`src/rtl/median_frame_sequencer_if.sv`:
```
`default_nettype none
// ============================================================================
// Module      : median_frame_sequencer_if
// Description : Signal bundle between the frame sequencer, the pixel event
//               source and the median block.
//               master : sequencer side (accepts events, drives the median
//                        block's input-memory write port, start and threshold)
//               slave  : environment side (event source + median block)
// Signals     : evValid/evX/evY/evData/evReady - pixel event handshake
//               writeMem/xAddressIn/yAddressIn/dataIn - input-memory write port
//               start/fullImageDone/writeMedianMem - median pass control
//               threshold - threshold presented to the median block
// Revision    : 1.0 - initial release
// ============================================================================
interface median_frame_sequencer_if;
    logic        evValid;
    logic [7:0]  evX;
    logic [7:0]  evY;
    logic        evData;
    logic        evReady;
    logic        writeMem;
    logic [7:0]  xAddressIn;
    logic [7:0]  yAddressIn;
    logic        dataIn;
    logic        start;
    logic        fullImageDone;
    logic        writeMedianMem;
    logic [12:0] threshold;

    modport master (
        input  evValid, evX, evY, evData, fullImageDone, writeMedianMem,
        output evReady, writeMem, xAddressIn, yAddressIn, dataIn, start, threshold
    );

    modport slave (
        output evValid, evX, evY, evData, fullImageDone, writeMedianMem,
        input  evReady, writeMem, xAddressIn, yAddressIn, dataIn, start, threshold
    );
endinterface
`default_nettype wire

```
`src/rtl/median_frame_sequencer.sv`:
```
`default_nettype none
// ============================================================================
// Module      : median_frame_sequencer
// Description : Frame-level controller in front of the median block. Clears
//               the median input memory, collects pixel events for a fixed
//               window, runs the median pass (with timeout) and reports
//               frame completion. Repeats while enable is high.
// Ports       : clk, reset (sync, active-low), enable
//               cfgThreshold/cfgLoad - threshold shadow-register load
//               bus (master)         - event handshake + median block port
//               medianCount/dropCount/frameCount - statistics
//               frameDone/busy/timeoutErr        - status
// Revision    : 1.0 - initial release
// ============================================================================
module median_frame_sequencer #(
    parameter int WIDTH         = 240,
    parameter int HEIGHT        = 180,
    parameter int WINDOW_CYCLES = 100000,
    parameter int RUN_TIMEOUT   = 65535
) (
    input  logic                     clk,
    input  logic                     reset,
    input  logic                     enable,
    input  logic [12:0]              cfgThreshold,
    input  logic                     cfgLoad,
    median_frame_sequencer_if.master bus,
    output logic [15:0]              medianCount,
    output logic [15:0]              dropCount,
    output logic [15:0]              frameCount,
    output logic                     frameDone,
    output logic                     busy,
    output logic                     timeoutErr
);

    localparam logic [2:0] c_IDLE    = 3'd0;
    localparam logic [2:0] c_CLEAR   = 3'd1;
    localparam logic [2:0] c_COLLECT = 3'd2;
    localparam logic [2:0] c_GAP     = 3'd3;
    localparam logic [2:0] c_RUN     = 3'd4;
    localparam logic [2:0] c_DONE    = 3'd5;

    localparam int c_WIN_W = (WINDOW_CYCLES > 1) ? $clog2(WINDOW_CYCLES) : 1;
    localparam int c_RUN_W = (RUN_TIMEOUT > 1) ? $clog2(RUN_TIMEOUT) : 1;
    localparam logic [c_WIN_W-1:0] c_WIN_LAST = c_WIN_W'(WINDOW_CYCLES - 1);
    localparam logic [c_RUN_W-1:0] c_RUN_LAST = c_RUN_W'(RUN_TIMEOUT - 1);
    localparam logic [7:0]         c_LAST_X   = 8'(WIDTH - 1);
    localparam logic [7:0]         c_LAST_Y   = 8'(HEIGHT - 1);

    logic [2:0]         r_state;
    logic [12:0]        r_shadow;
    logic [12:0]        r_threshold;
    logic               r_evReady;
    logic               r_writeMem;
    logic [7:0]         r_xAddr;
    logic [7:0]         r_yAddr;
    logic               r_dataIn;
    logic               r_start;
    logic [c_WIN_W-1:0] r_winCnt;
    logic [c_RUN_W-1:0] r_runCnt;
    logic [15:0]        r_medianCount;
    logic [15:0]        r_dropCount;
    logic [15:0]        r_frameCount;
    logic               r_frameDone;
    logic               r_busy;
    logic               r_timeoutErr;

    logic w_handshake;
    logic w_inRange;
    logic w_enterClear;

    // evReady is only ever high in COLLECT, but the state term keeps the
    // intent explicit.
    assign w_handshake  = (r_state == c_COLLECT) && bus.evValid && r_evReady;
    // Widened compare so WIDTH/HEIGHT of 256 remain representable.
    assign w_inRange    = ({1'b0, bus.evX} < 9'(WIDTH)) && ({1'b0, bus.evY} < 9'(HEIGHT));
    assign w_enterClear = enable && ((r_state == c_IDLE) || (r_state == c_DONE));

    always_ff @(posedge clk) begin
        if (!reset) begin
            r_state       <= c_IDLE;
            r_shadow      <= 13'd0;
            r_threshold   <= 13'd0;
            r_evReady     <= 1'b0;
            r_writeMem    <= 1'b0;
            r_xAddr       <= 8'd0;
            r_yAddr       <= 8'd0;
            r_dataIn      <= 1'b0;
            r_start       <= 1'b0;
            r_winCnt      <= '0;
            r_runCnt      <= '0;
            r_medianCount <= 16'd0;
            r_dropCount   <= 16'd0;
            r_frameCount  <= 16'd0;
            r_frameDone   <= 1'b0;
            r_busy        <= 1'b0;
            r_timeoutErr  <= 1'b0;
        end else begin
            if (cfgLoad) begin
                r_shadow <= cfgThreshold;
            end
            r_frameDone <= 1'b0;

            case (r_state)
                c_IDLE: begin
                    r_evReady  <= 1'b0;
                    r_writeMem <= 1'b0;
                    r_start    <= 1'b0;
                end

                c_CLEAR: begin
                    // r_xAddr/r_yAddr hold the address being written this clock.
                    if ((r_xAddr == c_LAST_X) && (r_yAddr == c_LAST_Y)) begin
                        r_writeMem <= 1'b0;
                        r_evReady  <= 1'b1;
                        r_winCnt   <= '0;
                        r_state    <= c_COLLECT;
                    end else begin
                        r_writeMem <= 1'b1;
                        r_dataIn   <= 1'b0;
                        if (r_yAddr == c_LAST_Y) begin
                            r_yAddr <= 8'd0;
                            r_xAddr <= r_xAddr + 8'd1;
                        end else begin
                            r_yAddr <= r_yAddr + 8'd1;
                        end
                    end
                end

                c_COLLECT: begin
                    r_writeMem <= 1'b0;
                    if (w_handshake) begin
                        if (w_inRange) begin
                            r_writeMem <= 1'b1;
                            r_xAddr    <= bus.evX;
                            r_yAddr    <= bus.evY;
                            r_dataIn   <= bus.evData;
                        end else if (r_dropCount != 16'hFFFF) begin
                            r_dropCount <= r_dropCount + 16'd1;
                        end
                    end
                    // A handshake on the final window clock is still written,
                    // landing in the GAP clock.
                    if (r_winCnt == c_WIN_LAST) begin
                        r_evReady <= 1'b0;
                        r_state   <= c_GAP;
                    end else begin
                        r_winCnt <= r_winCnt + 1'b1;
                    end
                end

                c_GAP: begin
                    r_writeMem    <= 1'b0;
                    r_start       <= 1'b1;
                    r_medianCount <= 16'd0;
                    r_runCnt      <= '0;
                    r_state       <= c_RUN;
                end

                c_RUN: begin
                    // A strobe coincident with completion is still counted.
                    if (bus.writeMedianMem && (r_medianCount != 16'hFFFF)) begin
                        r_medianCount <= r_medianCount + 16'd1;
                    end
                    if (bus.fullImageDone || (r_runCnt == c_RUN_LAST)) begin
                        if (!bus.fullImageDone) begin
                            r_timeoutErr <= 1'b1;
                        end
                        r_start      <= 1'b0;
                        r_frameDone  <= 1'b1;
                        r_frameCount <= r_frameCount + 16'd1;
                        r_state      <= c_DONE;
                    end else begin
                        r_runCnt <= r_runCnt + 1'b1;
                    end
                end

                c_DONE: begin
                    r_state <= c_IDLE;
                    r_busy  <= 1'b0;
                end

                default: begin
                    r_state <= c_IDLE;
                    r_busy  <= 1'b0;
                end
            endcase

            // Frame start from IDLE or DONE. r_shadow here is the pre-edge
            // value, so a coincident cfgLoad only reaches the next frame.
            if (w_enterClear) begin
                r_state     <= c_CLEAR;
                r_busy      <= 1'b1;
                r_threshold <= r_shadow;
                r_dropCount <= 16'd0;
                r_writeMem  <= 1'b1;
                r_xAddr     <= 8'd0;
                r_yAddr     <= 8'd0;
                r_dataIn    <= 1'b0;
            end
        end
    end

    assign bus.evReady    = r_evReady;
    assign bus.writeMem   = r_writeMem;
    assign bus.xAddressIn = r_xAddr;
    assign bus.yAddressIn = r_yAddr;
    assign bus.dataIn     = r_dataIn;
    assign bus.start      = r_start;
    assign bus.threshold  = r_threshold;
    assign medianCount    = r_medianCount;
    assign dropCount      = r_dropCount;
    assign frameCount     = r_frameCount;
    assign frameDone      = r_frameDone;
    assign busy           = r_busy;
    assign timeoutErr     = r_timeoutErr;

endmodule
`default_nettype wire

```
`src/flat_wrapper.sv`:
```
// flat-port wrapper written by rule: the top's interface ports become plain ports
module median_frame_sequencer_flat 
#(
    parameter int WIDTH         = 240,
    parameter int HEIGHT        = 180,
    parameter int WINDOW_CYCLES = 100000,
    parameter int RUN_TIMEOUT   = 65535
)
  (clk, reset, enable, cfgThreshold, cfgLoad, medianCount, dropCount, frameCount, frameDone, busy, timeoutErr, bus_evValid, bus_evX, bus_evY, bus_evData, bus_fullImageDone, bus_writeMedianMem, bus_evReady, bus_writeMem, bus_xAddressIn, bus_yAddressIn, bus_dataIn, bus_start, bus_threshold);
  median_frame_sequencer_if bus_i ();
  input  logic clk;
  input  logic reset;
  input  logic enable;
  input  logic [12:0] cfgThreshold;
  input  logic cfgLoad;
  output logic [15:0] medianCount;
  output logic [15:0] dropCount;
  output logic [15:0] frameCount;
  output logic frameDone;
  output logic busy;
  output logic timeoutErr;
  input wire logic [$bits(bus_i.evValid)-1:0] bus_evValid;
  input wire logic [$bits(bus_i.evX)-1:0] bus_evX;
  input wire logic [$bits(bus_i.evY)-1:0] bus_evY;
  input wire logic [$bits(bus_i.evData)-1:0] bus_evData;
  input wire logic [$bits(bus_i.fullImageDone)-1:0] bus_fullImageDone;
  input wire logic [$bits(bus_i.writeMedianMem)-1:0] bus_writeMedianMem;
  output wire logic [$bits(bus_i.evReady)-1:0] bus_evReady;
  output wire logic [$bits(bus_i.writeMem)-1:0] bus_writeMem;
  output wire logic [$bits(bus_i.xAddressIn)-1:0] bus_xAddressIn;
  output wire logic [$bits(bus_i.yAddressIn)-1:0] bus_yAddressIn;
  output wire logic [$bits(bus_i.dataIn)-1:0] bus_dataIn;
  output wire logic [$bits(bus_i.start)-1:0] bus_start;
  output wire logic [$bits(bus_i.threshold)-1:0] bus_threshold;
  assign bus_i.evValid = bus_evValid;
  assign bus_i.evX = bus_evX;
  assign bus_i.evY = bus_evY;
  assign bus_i.evData = bus_evData;
  assign bus_i.fullImageDone = bus_fullImageDone;
  assign bus_i.writeMedianMem = bus_writeMedianMem;
  assign bus_evReady = bus_i.evReady;
  assign bus_writeMem = bus_i.writeMem;
  assign bus_xAddressIn = bus_i.xAddressIn;
  assign bus_yAddressIn = bus_i.yAddressIn;
  assign bus_dataIn = bus_i.dataIn;
  assign bus_start = bus_i.start;
  assign bus_threshold = bus_i.threshold;
  median_frame_sequencer #(.WIDTH(WIDTH), .HEIGHT(HEIGHT), .WINDOW_CYCLES(WINDOW_CYCLES), .RUN_TIMEOUT(RUN_TIMEOUT)) u_core (.clk(clk), .reset(reset), .enable(enable), .cfgThreshold(cfgThreshold), .cfgLoad(cfgLoad), .bus(bus_i), .medianCount(medianCount), .dropCount(dropCount), .frameCount(frameCount), .frameDone(frameDone), .busy(busy), .timeoutErr(timeoutErr));
endmodule
```
`config.mk`:
```
export PLATFORM = sky130hd
export DESIGN_NAME = median_frame_sequencer_flat
export DESIGN_NICKNAME = d
export VERILOG_FILES = /design/src/rtl/median_frame_sequencer_if.sv /design/src/rtl/median_frame_sequencer.sv /design/src/flat_wrapper.sv
export SDC_FILE = /design/constraint.sdc
export NUM_CORES = 1
export LEC_CHECK = 0
export CELL_PAD_IN_SITES_DETAIL_PLACEMENT = 1
export CELL_PAD_IN_SITES_GLOBAL_PLACEMENT = 1
export CORE_MARGIN = 1
export CORE_UTILIZATION = 25
export DETAILED_ROUTE_END_ITERATION = 16
export GPL_TIMING_DRIVEN = 0
export MAX_ROUTING_LAYER = met4
export PLACE_DENSITY = 0.61
export SYNTH_ARGS = -nofsm -noshare
export SYNTH_HDL_FRONTEND = slang
export SYNTH_SLANG_ARGS = --single-unit
```
`constraint.sdc`:
```
create_clock -name clk -period 5.46 [get_ports clk]
set_input_delay 0.546 -clock clk [delete_from_list [all_inputs] [get_ports clk]]
set_output_delay 0.546 -clock clk [all_outputs]
set_load 0.02 [all_outputs]
```
==> results of run 1 <==
-- cell families (layout without fill, tap and decap cells) --
family                     Yosys count  in the layout  share of synthesized area
AOI/OAI and AO/OA                  202            202                      0.199
muxes                               27             27                     0.0395
and+or+nand+nor                    367            367                      0.290
DFF                                133            133                      0.387
adders and majority gates            8              8                     0.0146
xor gates and xnor gates            21             21                     0.0268
buffers and inverters               66            216                     0.0435
-- sequential cells by signal (all words and copies together) (netlist names), 3 cells and up --
| register | cells |
|---|---|
| u_core.bus.xAddressIn | 8 |
| u_core.frameCount | 16 |
| u_core.r_runCnt | 16 |
| u_core.medianCount | 16 |
| u_core.r_winCnt | 17 |
| u_core.bus.threshold | 13 |
| u_core.dropCount | 16 |
| u_core.r_shadow | 13 |
| u_core.r_state | 3 |
| u_core.bus.yAddressIn | 8 |
-- cells in the final DEF, fill, tap and decap left out, types with 8 or more instances in the layout --
master           count
dfxtp_1            133
clkdlybuf4s50_1    118
nand2_1            103
a21oi_1             67
nor2_1              58
nand3_1             42
clkbuf_1            29
nand4_1             26
mux2i_1             26
o21ai_0             24
o31ai_1             20
clkbuf_16           17
xnor2_1             15
nor3_1              14
buf_2               14
or3_1               14
inv_1               13
or4_1               13
and4_1              12
nand2b_1            12
nor4_1              12
and3_1              11
o2111ai_1            9
a2111o_1             8
ha_1                 8
-- worst max-delay path by stage --
stage                                       start                                    end  slack (ns)  cells after the start
3_5_place_dp                                reset  u_core.bus.xAddressIn[3]$_SDFFE_PP0P_        2.44                      7
3_3_place_gp                                reset  u_core.bus.xAddressIn[2]$_SDFFE_PP0P_        2.39                      7
5_1_grt            u_core.r_state[2]$_SDFFE_PP0P_       u_core.r_winCnt[12]$_SDFFE_PN0P_        2.49                      8
2_1_floorplan  u_core.medianCount[6]$_SDFFE_PN0P_     u_core.medianCount[0]$_SDFFE_PN0P_        3.37                      6
6_report           u_core.r_state[2]$_SDFFE_PP0P_       u_core.r_winCnt[12]$_SDFFE_PN0P_        2.76                      8
4_1_cts            u_core.r_state[2]$_SDFFE_PP0P_       u_core.r_winCnt[12]$_SDFFE_PN0P_        2.72                      8
-- layer usage --
layer,global-route usage,part of all wire,vias to the layer above
met1,0.224,0.48,3287
met5,-,0,-
met2,0.285,0.48,99
met4,0.0427,0.0095,0
li1,-,-,3353
met3,0.0301,0.033,12
-- cell usage after synthesis (all sizes together) (4+ instances only) --
| cell type | n | area [sq um] |
|---|---|---|
| xor2 | 6 | 52.6 |
| o22ai | 4 | 25.0 |
| inv | 13 | 48.8 |
| a21oi | 69 | 353 |
| o21ai | 28 | 140 |
| nand2b | 12 | 75.1 |
| nor4 | 15 | 121 |
| mux2i | 26 | 260 |
| clkbuf | 29 | 109 |
| or3 | 14 | 87.6 |
| nand4b | 4 | 35.0 |
| o21a | 7 | 52.6 |
| o311ai | 4 | 35.0 |
| o211ai | 7 | 52.6 |
| xnor2 | 15 | 131 |
| and3 | 11 | 68.8 |
| dfxtp | 133 | 2660 |
| and4 | 12 | 105 |
| nand2 | 103 | 387 |
| nor2 | 62 | 243 |
| nand3 | 42 | 210 |
| nor3 | 19 | 120 |
| a211oi | 7 | 52.6 |
| a31oi | 7 | 43.8 |
| a2111o | 8 | 90.1 |
| buf | 24 | 141 |
| o2111ai | 9 | 78.8 |
| nand4 | 26 | 163 |
| ha | 8 | 100 |
| or4 | 13 | 97.6 |
| nor3b | 8 | 70.1 |
| o31ai | 20 | 150 |
| and2 | 8 | 50.1 |
| a21o | 4 | 30.0 |
| or3b | 6 | 55.1 |
-- layout make-up --
cell class | count | area (sq um)
fill | 3160 | 17900
multi-input combinational | 625 | 3910
sequential | 133 | 2660
timing repair buffer | 118 | 1180
tap | 341 | 427
clock buffer | 17 | 425
buffer | 53 | 250
clock inverter | 15 | 175
inverter | 13 | 48.8
-- critical path: cells and delay by family, from the launching register on --
kind,cells,cell delay (ns)
and+or+nand+nor,2,0.58
buffers and inverters,4,1.40
DFF,1,0.29
AOI/OAI and AO/OA,2,0.30
-- power breakdown --
part / switching, mW / internal, mW
clock network: 0.533 / 0.659
registers: 0.0140 / 0.989
logic: 0.172 / 0.0948
total: 0.720 / 1.74
-- stage by stage --
step	hold slack, ns	power [mW]
after floorplan	0.431	1.17
after global placement	0.441	1.29
after detailed placement	0.450	1.30
after CTS	0.461	2.50
after global routing	0.478	2.57
final	0.456	2.46
==> results.txt, run 1 <==
Reg2reg path depth - 8
Drt via density - 5.13
Syn Nets - 869
Pins Over Slew Limit - 0
H-tree depth - 4
Ant diodes - 0
Worst min path class - flip-flop to flip-flop
Total power density per cell area - 271 mW/mm^2
Total CTS buffers - 17
Placed instance area - 0.00848 sq mm
Max_cap viols - 0
Antenna viol nets, final - 0
Cell mode on critical path - clkbuf_1
Final setup violation count - 0
Setup Buffers After CTS - 0
Hold Buf Count CTS - 0
Critical path cell sequence - buf_2 > clkbuf_1 > nor3b_1 > clkbuf_1 > clkbuf_1 > nand4_1 > a31oi_1 > o41ai_1
Mapped cell area - 0.00688 sq mm
Post-synthesis cell count - 824
Hold path cells - 2
WP data required - 5.76 ns
Slowest stage delay, CP - 0.58 ns
Synth-to-layout area growth - 32.1%
Ys flop type - dfxtp_1
Congestion Overflow GR - 0
Clock Pin Slew Worst Setup and Hold Paths - 0.07 ns
DRC viols - 0
Max VDD drop - 0.147 mV
Place WS - 2.44 ns
Deepest clock path buffer count - 2
Nets - 1006
Worst-case hold path end point - u_core.bus.threshold[6]$_SDFFE_PN0P_
CTS tree - done
Critical-path top delay cell - clkbuf_1
First-pass GRT wire length - 38100 microns
Initial core utilization - 0.255
Core area - 0.0270 sq mm
Drt pass-1 iters - 4
Synth cell types - 75
CP Capture Type - flip-flop
Crit Path Category - flip-flop to flip-flop
Die Y - 168 microns
Fin cells - 1315
Clk root buf - clkbuf_16
Yosys warns - 0
Number of global-route vias before repair - 6871
Total GRT Usage - 0.175
Final setup margin - 2.76 ns
Static leakage - 2.90 nW
Placed Instances - 1283
Post-DP HPWL - 16900 microns
HP Start - u_core.r_shadow[6]$_SDFFE_PN0P_
Largest net degree at the start of global routing - 17
Crit path DAT - 3.00 ns
Initial antenna violation count - 0
Clk_lat worst skew - 0.43 ns
Die W - 168 microns
CTS Sinks - 133
Port Buf Inserts - 118
Seq/Total Area, Yosys - 0.387
First DRT Iteration DRCs - 255
Post-Layout Inst Area - 0.00908 sq mm
Worst-Margin Slew - 0.804 ns
Fin Setup TNS - 0 ns
R2r endpoint - u_core.r_winCnt[12]$_SDFFE_PN0P_
Die area - 0.0282 sq mm
Run status - completed
Synthesized area per cell - 8.34 sq um
RSZ-0062 raised after global routing - false
Fmax - 370 MHz
Flop2flop setup slack - 2.76 ns
Row cnt - 60
Fin crit share - 0.495
FFs w/ async S/R, synth - 0
Ports - 121
Slew headroom - 0.463
Hold Fails Final Rpt - 0
CP startpoint kind - flip-flop
Yosys reg bits - 133
Final WL - 23400 microns
GP Congestion - 0.804
Wire per inst - 17.8 microns
Minimum clock period - 2.70 ns
R2R Path Start - u_core.r_state[2]$_SDFFE_PP0P_
Cts repair resizes - 0
Final Skew - 0.00947 ns
Fin util - 0.337
Layout cells sized above 1 - 0.0770
Post-synth EDFFs - 0
Critical Path Fanout Max - 10
Vias - 6751
Note: power is estimated with default switching activity, not from simulation.
==> run 2: changes to the inputs <==
Clock period 5.46 ns to 2.6 ns, I/O delays scaled along.
==> run 2 against run 1 <==
Clock power is 110% higher; worst hold slack lost 0.23 ns; final area up 0.19%; routed wire length is essentially flat; sequential share of layout area fell by 0.056 points; final cell count unchanged; clock skew decreased by 0.00076 ns; die area unchanged; first-iteration DRC count up 6.7%; global-route usage unchanged; sequential cell count stayed put; critical endpoint is now u_core.bus.yAddressIn[3]$_SDFFE_PP0P_; largest cell class unchanged.
==> results.txt, run 2 (synthesis gave the netlist of run 1 again) <==
Die area - 0.0282 sq mm
Ant diodes - 0
Die Y - 168 microns
R2r endpoint - u_core.bus.yAddressIn[3]$_SDFFE_PP0P_
Static leakage - 2.92 nW
WP data required - 2.95 ns
Largest register FFs - 17
Slew headroom - 0.489
Final Skew - 0.00871 ns
Slowest stage delay, CP - 0.40 ns
Clk root buf - clkbuf_16
Placed Instances - 1283
Nets - 1006
Deepest clock path buffer count - 2
Crit Path Category - flip-flop to flip-flop
Max VDD drop - 0.308 mV
Critical path cell sequence - buf_4 > or3b_1 > buf_6 > nor2_1 > o2bb2ai_1 > buf_2 > o21ai_0 > o22ai_1
Cts repair resizes - 1
Total GRT Usage - 0.175
Flop2flop setup slack - 0.16 ns
Hold Fails Final Rpt - 0
R2R Path Start - u_core.r_state[1]$_SDFFE_PP0P_
Clk_lat worst skew - 0.43 ns
Initial antenna violation count - 0
CTS tree - done
Reg2reg path depth - 8
Most frequent cells in the layout - 133 x dfxtp_1, 118 x clkdlybuf4s50_1, 103 x nand2_1
Crit path DAT - 2.79 ns
First-pass GRT wire length - 38100 microns
Drt via density - 5.16
Total power density per cell area - 568 mW/mm^2
Ports - 121
Wire per inst - 17.7 microns
Number of global-route vias before repair - 6871
Initial core utilization - 0.255
Place WS - -0.135 ns
Clock Pin Slew Worst Setup and Hold Paths - 0.07 ns
Post-DP HPWL - 16900 microns
Fin cells - 1315
Total CTS buffers - 17
H-tree depth - 4
Vias - 6788
DRC viols - 0
Port Buf Inserts - 118
Worst-Margin Slew - 0.757 ns
Final setup margin - 0.161 ns
Fmax - 410 MHz
WHS - 0.225 ns
Reg with most FFs - u_core.r_winCnt
Die W - 168 microns
GP Congestion - 0.804
Run status - completed
RSZ-0062 raised after global routing - false
Area of the multi-input gates - 0.00393 sq mm
Fillers - 3160
Pins Over Slew Limit - 0
CTS Sinks - 133
Layout cells sized above 1 - 0.0842
Final setup violation count - 0
HP Start - cfgLoad
Drt pass-1 iters - 4
Hold Buf Count CTS - 0
CP Capture Type - flip-flop
Minimum clock period - 2.44 ns
CP startpoint kind - flip-flop
Worst-case hold path end point - u_core.r_shadow[2]$_SDFFE_PN0P_
Register area - 0.00266 sq mm
First DRT Iteration DRCs - 272
Delay-heaviest family, CP - buffers and inverters
Largest net degree at the start of global routing - 17
Congestion Overflow GR - 0
Hold path cells - 3
Synth-to-layout area growth - 32.4%
Worst min path class - input pin to flip-flop
Final WL - 23300 microns
Setup Buffers After CTS - 0
Commonest non-fill, non-tap cell in the layout - dfxtp_1
Buffers & Inverters on Critical Path - 3
Antenna viol nets, final - 0
Max_cap viols - 0
Critical Path Fanout Max - 10
Fin crit share - 0.938
Critical-path top delay cell - o2bb2ai_1
Row cnt - 60
Core area - 0.0270 sq mm
## run 2: how the worst max path moves through the flow
stage | start | endpoint | slack, ns | cells past startpoint
final | u_core.r_state[1]$_SDFFE_PP0P_ | u_core.bus.yAddressIn[3]$_SDFFE_PP0P_ | 0.16 | 8
after global placement | reset | u_core.bus.xAddressIn[2]$_SDFFE_PP0P_ | -0.18 | 7
after floorplan | u_core.medianCount[6]$_SDFFE_PN0P_ | u_core.medianCount[0]$_SDFFE_PN0P_ | 0.51 | 6
after CTS | u_core.r_state[2]$_SDFFE_PP0P_ | u_core.bus.xAddressIn[3]$_SDFFE_PP0P_ | 0.009 | 8
after global routing | u_core.r_state[1]$_SDFFE_PP0P_ | u_core.bus.yAddressIn[0]$_SDFFE_PP0P_ | 0.0003 | 8
after detailed placement | reset | u_core.bus.xAddressIn[3]$_SDFFE_PP0P_ | -0.13 | 7
## run 2: power by group
part | total (mW) | switching (mW) | internal [mW]
Sequential | 2.11 | 0.0294 | 2.08
Combinational | 0.567 | 0.365 | 0.202
Clock | 2.50 | 1.12 | 1.38
## run 2: stage by stage
stage           util  total power, mW  instance area, sq um  TNS [ns]
3_5_place_dp   0.315             2.72                  8480     -2.69
3_3_place_gp   0.315             2.72                  8480     -1.61
4_1_cts        0.337             5.24                  9080         0
6_report       0.338             5.17                  9100         0
2_1_floorplan      -             2.46                  6880         0
5_1_grt        0.338             5.39                  9100         0
## run 2: layer usage
layer / track usage / wire length (microns) / share of wire / up-vias
met2: 0.285 / 11100 / 0.48 / 110
met1: 0.224 / 11200 / 0.48 / 3311
met4: 0.0427 / 214 / 0.0092 / 0
li1: - / - / - / 3356
met5: - / 0 / 0 / -
met3: 0.0301 / 812 / 0.035 / 11
## run 2: worst reg2reg max path, stage by stage (launching register included)
cell and delay [ns]:
dfxtp_1 0.31, buf_4 0.18, or3b_1 0.38, buf_6 0.16, nor2_1 0.30, o2bb2ai_1 0.40, buf_2 0.36, o21ai_0 0.13
o22ai_1 0.15
## run 2: layout make-up
| type | count | share of cell area |
|---|---|---|
| multi-input cells | 625 | 0.431 |
| flip-flops and latches | 133 | 0.293 |
| repair buffers | 118 | 0.130 |
| well taps | 341 | 0.0469 |
| clock buffers | 17 | 0.0467 |
| plain buffers | 53 | 0.0280 |
| clock inverters | 15 | 0.0192 |
| inverters | 13 | 0.00536 |
==> run 3: changes to the inputs <==
Settings changed: CTS_CLUSTER_SIZE set to 12, SLEW_MARGIN set to 20.
Clock period 2.6 ns to 3.1 ns, I/O delays scaled along.
==> results of run 3 <==
Same layout as run 1 (identical final DEF). Status: completed.
Main changes from that run: setup slack after placement 2.44 ns -> 0.315 ns; setup slack after layout 2.76 ns -> 0.399 ns; hold slack 0.456 ns -> 0.276 ns; register-to-register setup slack 2.76 ns -> 0.40 ns; end point of the worst hold path u_core.bus.threshold[6]$_SDFFE_PN0P_ -> u_core.r_shadow[2]$_SDFFE_PN0P_; total power 2.46 mW -> 4.34 mW; worst IR drop on VDD 0.147 mV -> 0.258 mV
